## config.mk

```make
export PLATFORM = sky130hd
export DESIGN_NAME = sprite_compositor
export DESIGN_NICKNAME = d
export VERILOG_FILES = /design/src/rtl/sprite_compositor.sv
export SDC_FILE = /design/constraint.sdc
export NUM_CORES = 1
export LEC_CHECK = 0
export BUFFER_PORTS_ARGS = -buffer_cell sky130_fd_sc_hd__buf_2
export CORE_MARGIN = 8
export CORE_UTILIZATION = 46
export CTS_BUF_LIST = sky130_fd_sc_hd__clkbuf_8
export CTS_CLUSTER_DIAMETER = 120
export DETAILED_ROUTE_END_ITERATION = 12
export HOLD_SLACK_MARGIN = 0.05
export MAX_ROUTING_LAYER = met4
export PLACE_DENSITY = 0.86
export SLEW_MARGIN = 10
export SYNTH_ARGS = -nofsm -noshare
export SYNTH_HDL_FRONTEND = slang
export SYNTH_SLANG_ARGS = --single-unit
export TNS_END_PERCENT = 30
```

## constraint.sdc

```tcl
create_clock -name i_clk_25 -period 1.2 [get_ports i_clk_25]
set_input_delay 0.06 -clock i_clk_25 [delete_from_list [all_inputs] [get_ports i_clk_25]]
set_output_delay 0.06 -clock i_clk_25 [all_outputs]
set_load 0.01 [all_outputs]
```

## src/rtl/sprite_compositor.sv

```systemverilog
// Sprite compositor: merges prioritised sprite layers over a background colour
// into one 4:4:4 RGB stream with a fixed 2-cycle latency, and accumulates
// per-frame overlaps against layer 0 (the player). Each frame's overlaps are
// handed to game logic through a valid/ack handshake with an overrun flag.
module sprite_compositor #(
   parameter int LAYERS     = 4,
   parameter int COLR_BITS  = 4,
   parameter int TRANSP_IDX = 0,
   localparam int LW        = $clog2(LAYERS + 1)
) (
   input  logic                          i_clk_25,
   input  logic                          i_rst_n,
   input  logic                          i_de,
   input  logic                          i_frame,
   input  logic [LAYERS*COLR_BITS-1:0]   i_pix,
   input  logic [LAYERS*12-1:0]          i_colr,
   input  logic [LAYERS-1:0]             i_drawing,
   input  logic [11:0]                   i_bg_colr,
   output logic [3:0]                    o_r,
   output logic [3:0]                    o_g,
   output logic [3:0]                    o_b,
   output logic                          o_de,
   output logic [LW-1:0]                 o_layer,
   output logic [LAYERS-2:0]             o_coll_mask,
   output logic                          o_coll_valid,
   output logic                          o_coll_ovr,
   input  logic                          i_coll_ack
);

   // A single layer has nothing to collide with and would give a zero-width mask.
   if (LAYERS < 2) begin : g_bad_layers
      $error("sprite_compositor: LAYERS must be at least 2");
   end

   localparam logic [COLR_BITS-1:0] TRANSP = COLR_BITS'(TRANSP_IDX);

   logic [LAYERS-1:0]    opaque_d, opaque_q;
   logic [LAYERS*12-1:0] colr_q;
   logic [11:0]          bg_q;
   logic                 de_q;

   logic [11:0]          rgb_d, rgb_q;
   logic [LW-1:0]        layer_d, layer_q;
   logic                 de2_q;

   logic [LAYERS-2:0]    hits, snap;
   logic [LAYERS-2:0]    acc_d, acc_q;
   logic [LAYERS-2:0]    mask_d, mask_q;
   logic                 valid_d, valid_q;
   logic                 ovr_d, ovr_q;

   // A layer is opaque only inside its box and on a non-transparent palette entry.
   always_comb begin
      opaque_d = '0;
      for (int k = 0; k < LAYERS; k++)
         opaque_d[k] = i_drawing[k] && (i_pix[k*COLR_BITS +: COLR_BITS] != TRANSP);
   end

   // Stage 1: register opacity, colours and display enable.
   always_ff @(posedge i_clk_25 or negedge i_rst_n) begin
      if (!i_rst_n) begin
         opaque_q <= '0;
         colr_q   <= '0;
         bg_q     <= '0;
         de_q     <= 1'b0;
      end else begin
         opaque_q <= opaque_d;
         colr_q   <= i_colr;
         bg_q     <= i_bg_colr;
         de_q     <= i_de;
      end
   end

   // Priority select: lowest-numbered opaque layer wins, background otherwise; blank outside de.
   always_comb begin
      layer_d = LW'(LAYERS);
      rgb_d   = bg_q;
      for (int k = LAYERS - 1; k >= 0; k--) begin
         if (opaque_q[k]) begin
            layer_d = LW'(k);
            rgb_d   = colr_q[k*12 +: 12];
         end
      end
      if (!de_q) begin
         layer_d = LW'(LAYERS);
         rgb_d   = 12'h000;
      end
   end

   // Stage 2: register composited pixel.
   always_ff @(posedge i_clk_25 or negedge i_rst_n) begin
      if (!i_rst_n) begin
         rgb_q   <= '0;
         layer_q <= LW'(LAYERS);
         de2_q   <= 1'b0;
      end else begin
         rgb_q   <= rgb_d;
         layer_q <= layer_d;
         de2_q   <= de_q;
      end
   end

   // Collision accumulate/snapshot; a frame pulse takes precedence over an ack.
   always_comb begin
      hits    = (de_q && opaque_q[0]) ? opaque_q[LAYERS-1:1] : '0;
      snap    = acc_q | hits;
      acc_d   = acc_q | hits;
      mask_d  = mask_q;
      valid_d = valid_q;
      ovr_d   = ovr_q;
      if (i_frame) begin
         acc_d   = '0;
         mask_d  = snap;
         valid_d = |snap;
         ovr_d   = i_coll_ack ? 1'b0 : (ovr_q | (valid_q & (|snap)));
      end else if (i_coll_ack && valid_q) begin
         valid_d = 1'b0;
         ovr_d   = 1'b0;
      end
   end

   // Collision state registers.
   always_ff @(posedge i_clk_25 or negedge i_rst_n) begin
      if (!i_rst_n) begin
         acc_q   <= '0;
         mask_q  <= '0;
         valid_q <= 1'b0;
         ovr_q   <= 1'b0;
      end else begin
         acc_q   <= acc_d;
         mask_q  <= mask_d;
         valid_q <= valid_d;
         ovr_q   <= ovr_d;
      end
   end

   assign o_r          = rgb_q[11:8];
   assign o_g          = rgb_q[7:4];
   assign o_b          = rgb_q[3:0];
   assign o_de         = de2_q;
   assign o_layer      = layer_q;
   assign o_coll_mask  = mask_q;
   assign o_coll_valid = valid_q;
   assign o_coll_ovr   = ovr_q;

endmodule

```

==> metrics.cfg, run 1 <==
[sta]
worst_slew_pin_slew_ns = 0.355
drv_slew = 0
fin_worst_skew_ns = 0.00725
finalCritPeriodShare = 1.11
fmax_ghz = 0.752
hold_viol = 0
setup_tns_ns = -0.837
rsz0062_at_grt = true
period_needed_ns = 1.33
finalSetupViolations = 14
max_slew_margin = 0.763
fin_ws_ns = -0.130

[logic_synthesis]
syn_inst = 210
synth-seq-area-share = 0.728
yosysWarnings = 0
synth-seq-cells = 89
yosys.cell_types.count = 26
synth_nets = 295
avgSynthCellArea_um2 = 14.6
netlist_area_um2 = 3060

[worst_setup_path]
crit_path_start = opaque_q[3]
reg2reg_to = rgb_q[7]
crit_arrival_ns = 1.57
worstSetupPathType = reg2reg
start_kind = flip-flop
r2r_start = opaque_q[3]
path_max_fanout = 5
worstPathRequired_ns = 1.44
end_kind = flip-flop
r2r_slack_ns = -0.13
ff2ff_path_depth = 5

[power_and_ir_drop]
p_leak_uw = 0.00231
finalPower_uw = 6320
peakVddDrop_uv = 1820
powerDensity_nw_per_um2 = 1310

[die]
ioPinCount = 106
core_area_um2 = 6390
die_height_um = 97.6
design.die.area_um2 = 9530
die_w_um = 97.6
rows = 29
start_util = 0.480

[global_routing]
use_met2 = 0.369
grtUsageMet1 = 0.186
grt_pass1_vias = 2913
grt_usage = 0.199
antenna_found_initial = 2
busiest_layer = met2
grt_pass1_wl_um = 14500
grt_util_met3 = 0.0626
grt_max_degree = 40
overflow = 0

[hold_path]
hp-class = in2async

[placed_design]
port_buffers = 105
place.gp.congestion = 0.791
hpwl_um = 5230

[layout]
area_delta_synth_final_pct = 57.5
utilization = 0.755
multi_input_comb_area_um2 = 772
seq_area_um2 = 2230
drive_gt1_frac = 0.407
fin_nets = 495
nFillCells = 400

[drt]
routed_wl_um = 8830
drt_iter0_markers = 80
post-route-drc-count = 0
dr.pass1.iters = 4
vias_per_cell = 4.95
final_antenna_net_count = 0
route.detailed.wl_per_inst_um = 17.9
via_count = 2443

[cts]
cts_root_buf = clkbuf_8
cts_max_level = 3
cts_tree = built
cts.sinks = 89
cts_buffers = 9
clock_path_buffers = 2
clk_pin_slew_worst_paths_ns = 0.08
clkLatencyLatePin_ns = 0.35

[run_status]
violations = negative setup slack
status = finished, violations left

[job]
cap_violations = 0

==> worst max-delay path by stage <==
stage,slack [ns],end
final,-0.13,rgb_q[7]
after global routing,-0.15,rgb_q[7]
after CTS,-0.08,rgb_q[5]
after detailed placement,-0.11,rgb_q[5]
after global placement,-0.04,rgb_q[0]
after floorplan,-0.02,rgb_q[10]
==> power by group <==
group | leakage (uW) | internal, uW | switching (uW)
combinational | 0.00113 | 501 | 375
sequential | 0.00106 | 3170 | 87.6
clock | 0.000115 | 1220 | 968
==> flip-flops by register name (all words and copies together), names as in the netlist <==
register	count
o_coll_mask	3
o_coll_ovr	1
o_layer	3
rgb_q	12
de_q	1
opaque_q	4
o_coll_valid	1
acc_q	3
o_de	1
bg_q	12
colr_q	48
==> per-stage QoR <==
step / setup slack, ns / cell area (um2) / std cells / hold slack, ns
2_1_floorplan: -0.0198 / 3060 / 210 / -0.236
4_1_cts: -0.0807 / 4750 / 489 / 0.135
3_3_place_gp: -0.0396 / 3750 / 397 / -0.0319
3_5_place_dp: -0.106 / 3750 / 397 / -0.0354
5_1_grt: -0.152 / 4820 / 494 / 0.154
6_report: -0.130 / 4820 / 494 / 0.146
==> per-layer routing <==
layer / part of all wire / vias up
li1: - / 1125
met1: 0.34 / 1198
met2: 0.58 / 104
met3: 0.062 / 16
met4: 0.019 / 0
met5: 0 / -
==> synthesized netlist by cell type <==
cell type / number / area share
dfrtp_1: 88 / 0.72
a21oi_1: 28 / 0.046
o21ai_0: 13 / 0.021
nand2b_1: 12 / 0.025
nor2_1: 10 / 0.012
mux2_2: 7 / 0.026
o211ai_1: 7 / 0.017
buf_2: 6 / 0.0098
o211ai_2: 6 / 0.025
mux2_4: 5 / 0.025
inv_1: 4 / 0.0049
o41a_1: 4 / 0.015
a31oi_1: 3 / 0.0061
buf_4: 3 / 0.0074
buf_1: 2 / 0.0025
nand2_1: 2 / 0.0025
and3_4: 1 / 0.0037
buf_12: 1 / 0.0065
buf_6: 1 / 0.0037
clkbuf_1: 1 / 0.0012
dfstp_2: 1 / 0.0086
nor3_1: 1 / 0.0016
o2bb2ai_1: 1 / 0.0029
o31ai_2: 1 / 0.0041
o41ai_1: 1 / 0.0029
or2b_1: 1 / 0.0025
==> kinds of logic (layout without fill, tap and decap cells) <==
kind of cell	Yosys count	count (layout)	share of synthesized area
AO/OA/AOI/OAI	64	64	0.139
buffers and inverters	18	223	0.0359
flip-flops	89	89	0.728
other	0	2	0
multiplexers	12	12	0.0502
AND/OR/NAND/NOR	27	27	0.0470
==> cell usage in the layout, fill, tap and decap left out, drive strengths merged, types with 2 or more instances in the layout <==
cell type,synthesis,final
buf,13,128
dfrtp,88,88
dlygate4sd3,0,75
a21oi,28,28
o21ai,13,13
o211ai,13,13
nand2b,12,12
mux2,12,12
nor2,10,10
clkbuf,1,10
inv,4,6
o41a,4,4
a31oi,3,3
diode,0,2
nand2,2,2
bufinv,0,2
==> layout make-up <==
cell class,instances,area share
Sequential cell,89,0.462
Timing Repair Buffer,203,0.308
Multi-Input combinational cell,103,0.160
Clock buffer,10,0.0285
Tap cell,77,0.0200
Clock inverter,6,0.0174
Inverter,4,0.00311
Antenna cell,2,0.00104
==> repair_timing <==
action | CTS | global route
pin swaps | 2 | 5
setup buffers | 1 | 3
cloned | 0 | 0
hold buffers | 75 | 0
setup endpoints to repair | 9 | 16
endpoints found under the hold margin | 161 | 0
gates resized for setup | 5 | 7
==> critical path, cell delays in order, from the launching register on <==
cell,delay [ns]
dfrtp_1,0.43
buf_6,0.16
buf_12,0.12
mux2_4,0.29
o211ai_2,0.15
a21oi_2,0.07
Power figures use the tool's default switching activity.
==> inputs of run 2 (changes only) <==
--- a/config.mk
+++ b/config.mk
@@ -6,7 +6,6 @@
 export NUM_CORES = 1
 export LEC_CHECK = 0
 export BUFFER_PORTS_ARGS = -buffer_cell sky130_fd_sc_hd__buf_2
-export CORE_MARGIN = 8
 export CORE_UTILIZATION = 46
 export CTS_BUF_LIST = sky130_fd_sc_hd__clkbuf_8
 export CTS_CLUSTER_DIAMETER = 120
==> metrics.cfg, run 2 (same netlist as run 1, synthesis figures left out) <==
[drt]
post-route-drc-count = 0  ; unchanged
route.detailed.wl_per_inst_um = 15.8  ; -11%
drt_iter0_markers = 121  ; +51%
dr.pass1.iters = 4  ; unchanged
route.met3.wl_um = 394  ; -28%
vias_per_cell = 4.90  ; -0.84%
routed_wl_um = 7730  ; -12%
final_antenna_net_count = 0  ; unchanged
via_count = 2393  ; -2.0%
wl_met2_um = 4440  ; -13%
dr.max_layer_used = met4
drt-met1-wl_um = 2800  ; -6.9%

[cts]
cts.sinks = 89  ; unchanged
cts_buffers = 9  ; unchanged
cts_max_level = 3  ; unchanged
clkLatencyLatePin_ns = 0.35  ; about the same
cts_root_buf = clkbuf_8
cts_tree = built
clock_path_buffers = 2  ; unchanged
clk_pin_slew_worst_paths_ns = 0.08  ; about the same

[layout]
antenna_cells = 0  ; -2
fin_nets = 492  ; -0.61%
largest-register = colr_q
drive_gt1_frac = 0.392  ; -0.0155
layout.cells.non_filler = 488  ; -1.2%
layout_common_cells = 104 x buf_2, 88 x dfrtp_1, 78 x dlygate4sd3_1
largest_registers = colr_q (48), bg_q (12), rgb_q (12)
area_delta_synth_final_pct = 56.4
largest_reg_flops = 48  ; unchanged
layout_commonest_cell = buf_2
finalInstanceArea_um2 = 4790  ; -0.70%

[sta]
max_slew_margin = 0.696  ; -0.0671
finalSetupViolations = 10  ; -4
fmax_ghz = 0.780  ; +3.7%
worst_slew_pin_slew_ns = 0.456  ; +0.101 ns
hold_viol = 0  ; unchanged
finalCritPeriodShare = 1.07  ; -0.0400
drv_slew = 0  ; unchanged
fin_ws_ns = -0.0821  ; +0.0480 ns
period_needed_ns = 1.28  ; -0.0480 ns
fin_worst_skew_ns = 0.00501  ; -0.00224 ns
rsz0062_at_grt = true

[power_and_ir_drop]
p_leak_uw = 0.00229  ; -1.1%
powerDensity_nw_per_um2 = 1360  ; +3.5%
peakVddDrop_uv = 1180  ; -35%

[die]
core_area_um2 = 6390  ; unchanged
start_util = 0.480  ; unchanged
ioPinCount = 106  ; unchanged
design.die.area_um2 = 6990  ; -27%
rows = 29  ; unchanged
die_height_um = 83.6  ; -14%
die_w_um = 83.6  ; -14%

[worst_setup_path]
start_kind = flip-flop
worstSetupPathType = reg2reg
crit_path_start = opaque_q[3]
ff2ff_path_depth = 4  ; -1
crit_arrival_ns = 1.52  ; -0.05 ns
end_kind = flip-flop
worstPathRequired_ns = 1.44  ; about the same
r2r_start = opaque_q[3]
path_max_fanout = 14  ; +9

[placed_design]
place.gp.congestion = 0.709  ; -10%
place_area_um2 = 3740  ; -0.13%
hpwl_um = 4230  ; -19%
dp_slack_ns = -0.0906  ; +0.0154 ns
port_buffers = 105  ; unchanged
dp_cells = 393  ; -1.0%

[global_routing]
grt_pass1_wl_um = 12900  ; -11%
overflow = 0  ; unchanged
antenna_found_initial = 0  ; -2
grt_pass1_vias = 2769  ; -4.9%
grt_max_degree = 90  ; +130%
grt_usage = 0.256  ; +0.0563

[job]
cap_violations = 0  ; unchanged

[run_status]
violations = negative setup slack
status = finished, violations left

[hold_path]
hp-class = in2async

==> run 2: cell types whose count changed in the layout (fill, tap and decap cells not counted), moves of 2 or more <==
| cell | change |
|---|---|
| a31oi_1 | +2 |
| buf_4 | -5 |
| buf_6 | -2 |
| diode_2 | -2 |
| dlygate4sd3_1 | +3 |
| inv_1 | -3 |
| mux2_2 | +2 |
| mux2_4 | -2 |
==> run 2: worst paths after layout <==
path                         endpoint  slack (ns)
max                          rgb_q[5]       -0.08
min                        colr_q[37]        0.26
max reg2reg                  rgb_q[5]       -0.08
min reg2reg                o_coll_ovr        0.53
max in group asynchronous  colr_q[17]        0.57
min in group i_clk_25      colr_q[37]        0.34
==> run 2: area by class of cell <==
cell class,count,area (um2)
sequential,89,2230
timing repair buffer,200,1470
inverter,4,15.0
multi-input combinational,103,736
clock buffer,9,124
fill,412,1600
clock inverter,6,116
tap,77,96.3
==> run 2: power breakdown <==
part           total (uW)  internal, uW  switching [uW]  leakage, uW
logic                 859           489             370      0.00110
registers            3240          3170            71.7      0.00106
clock network        2400          1380            1010     0.000120
total                6500          5050            1450      0.00229
==> run 2: critical path, stage by stage, from the launching register on <==
cell and delay, ns:
dfrtp_1 0.38, buf_12 0.17, mux2_2 0.34, o211ai_1 0.18
a21oi_1 0.10
==> run 2: routing by layer <==
metal / GRT usage / up-vias
met1: 0.262 / 1176
li1: - / 1117
met4: 0.0724 / 0
met3: 0.0712 / 14
met5: - / -
met2: 0.475 / 86
==> run 2: per-stage QoR <==
stage / power (uW) / utilization / hold slack, ns / setup TNS, ns
floorplan: 3580 / - / -0.236 / -0.0992
global placement: 3920 / 0.586 / 0.125 / -0.0852
detailed placement: 3940 / 0.586 / 0.129 / -0.437
CTS: 6530 / 0.749 / 0.294 / -0.434
global route: 6800 / 0.750 / 0.318 / -1.00
finish: 6500 / 0.750 / 0.259 / -0.481
==> run 2: repair_timing <==
item,CTS,global route
buffers inserted,2,0
hold buffers,78,0
hold endpoints to repair,160,0
endpoints found under the setup margin,10,14
gates resized for setup,2,2
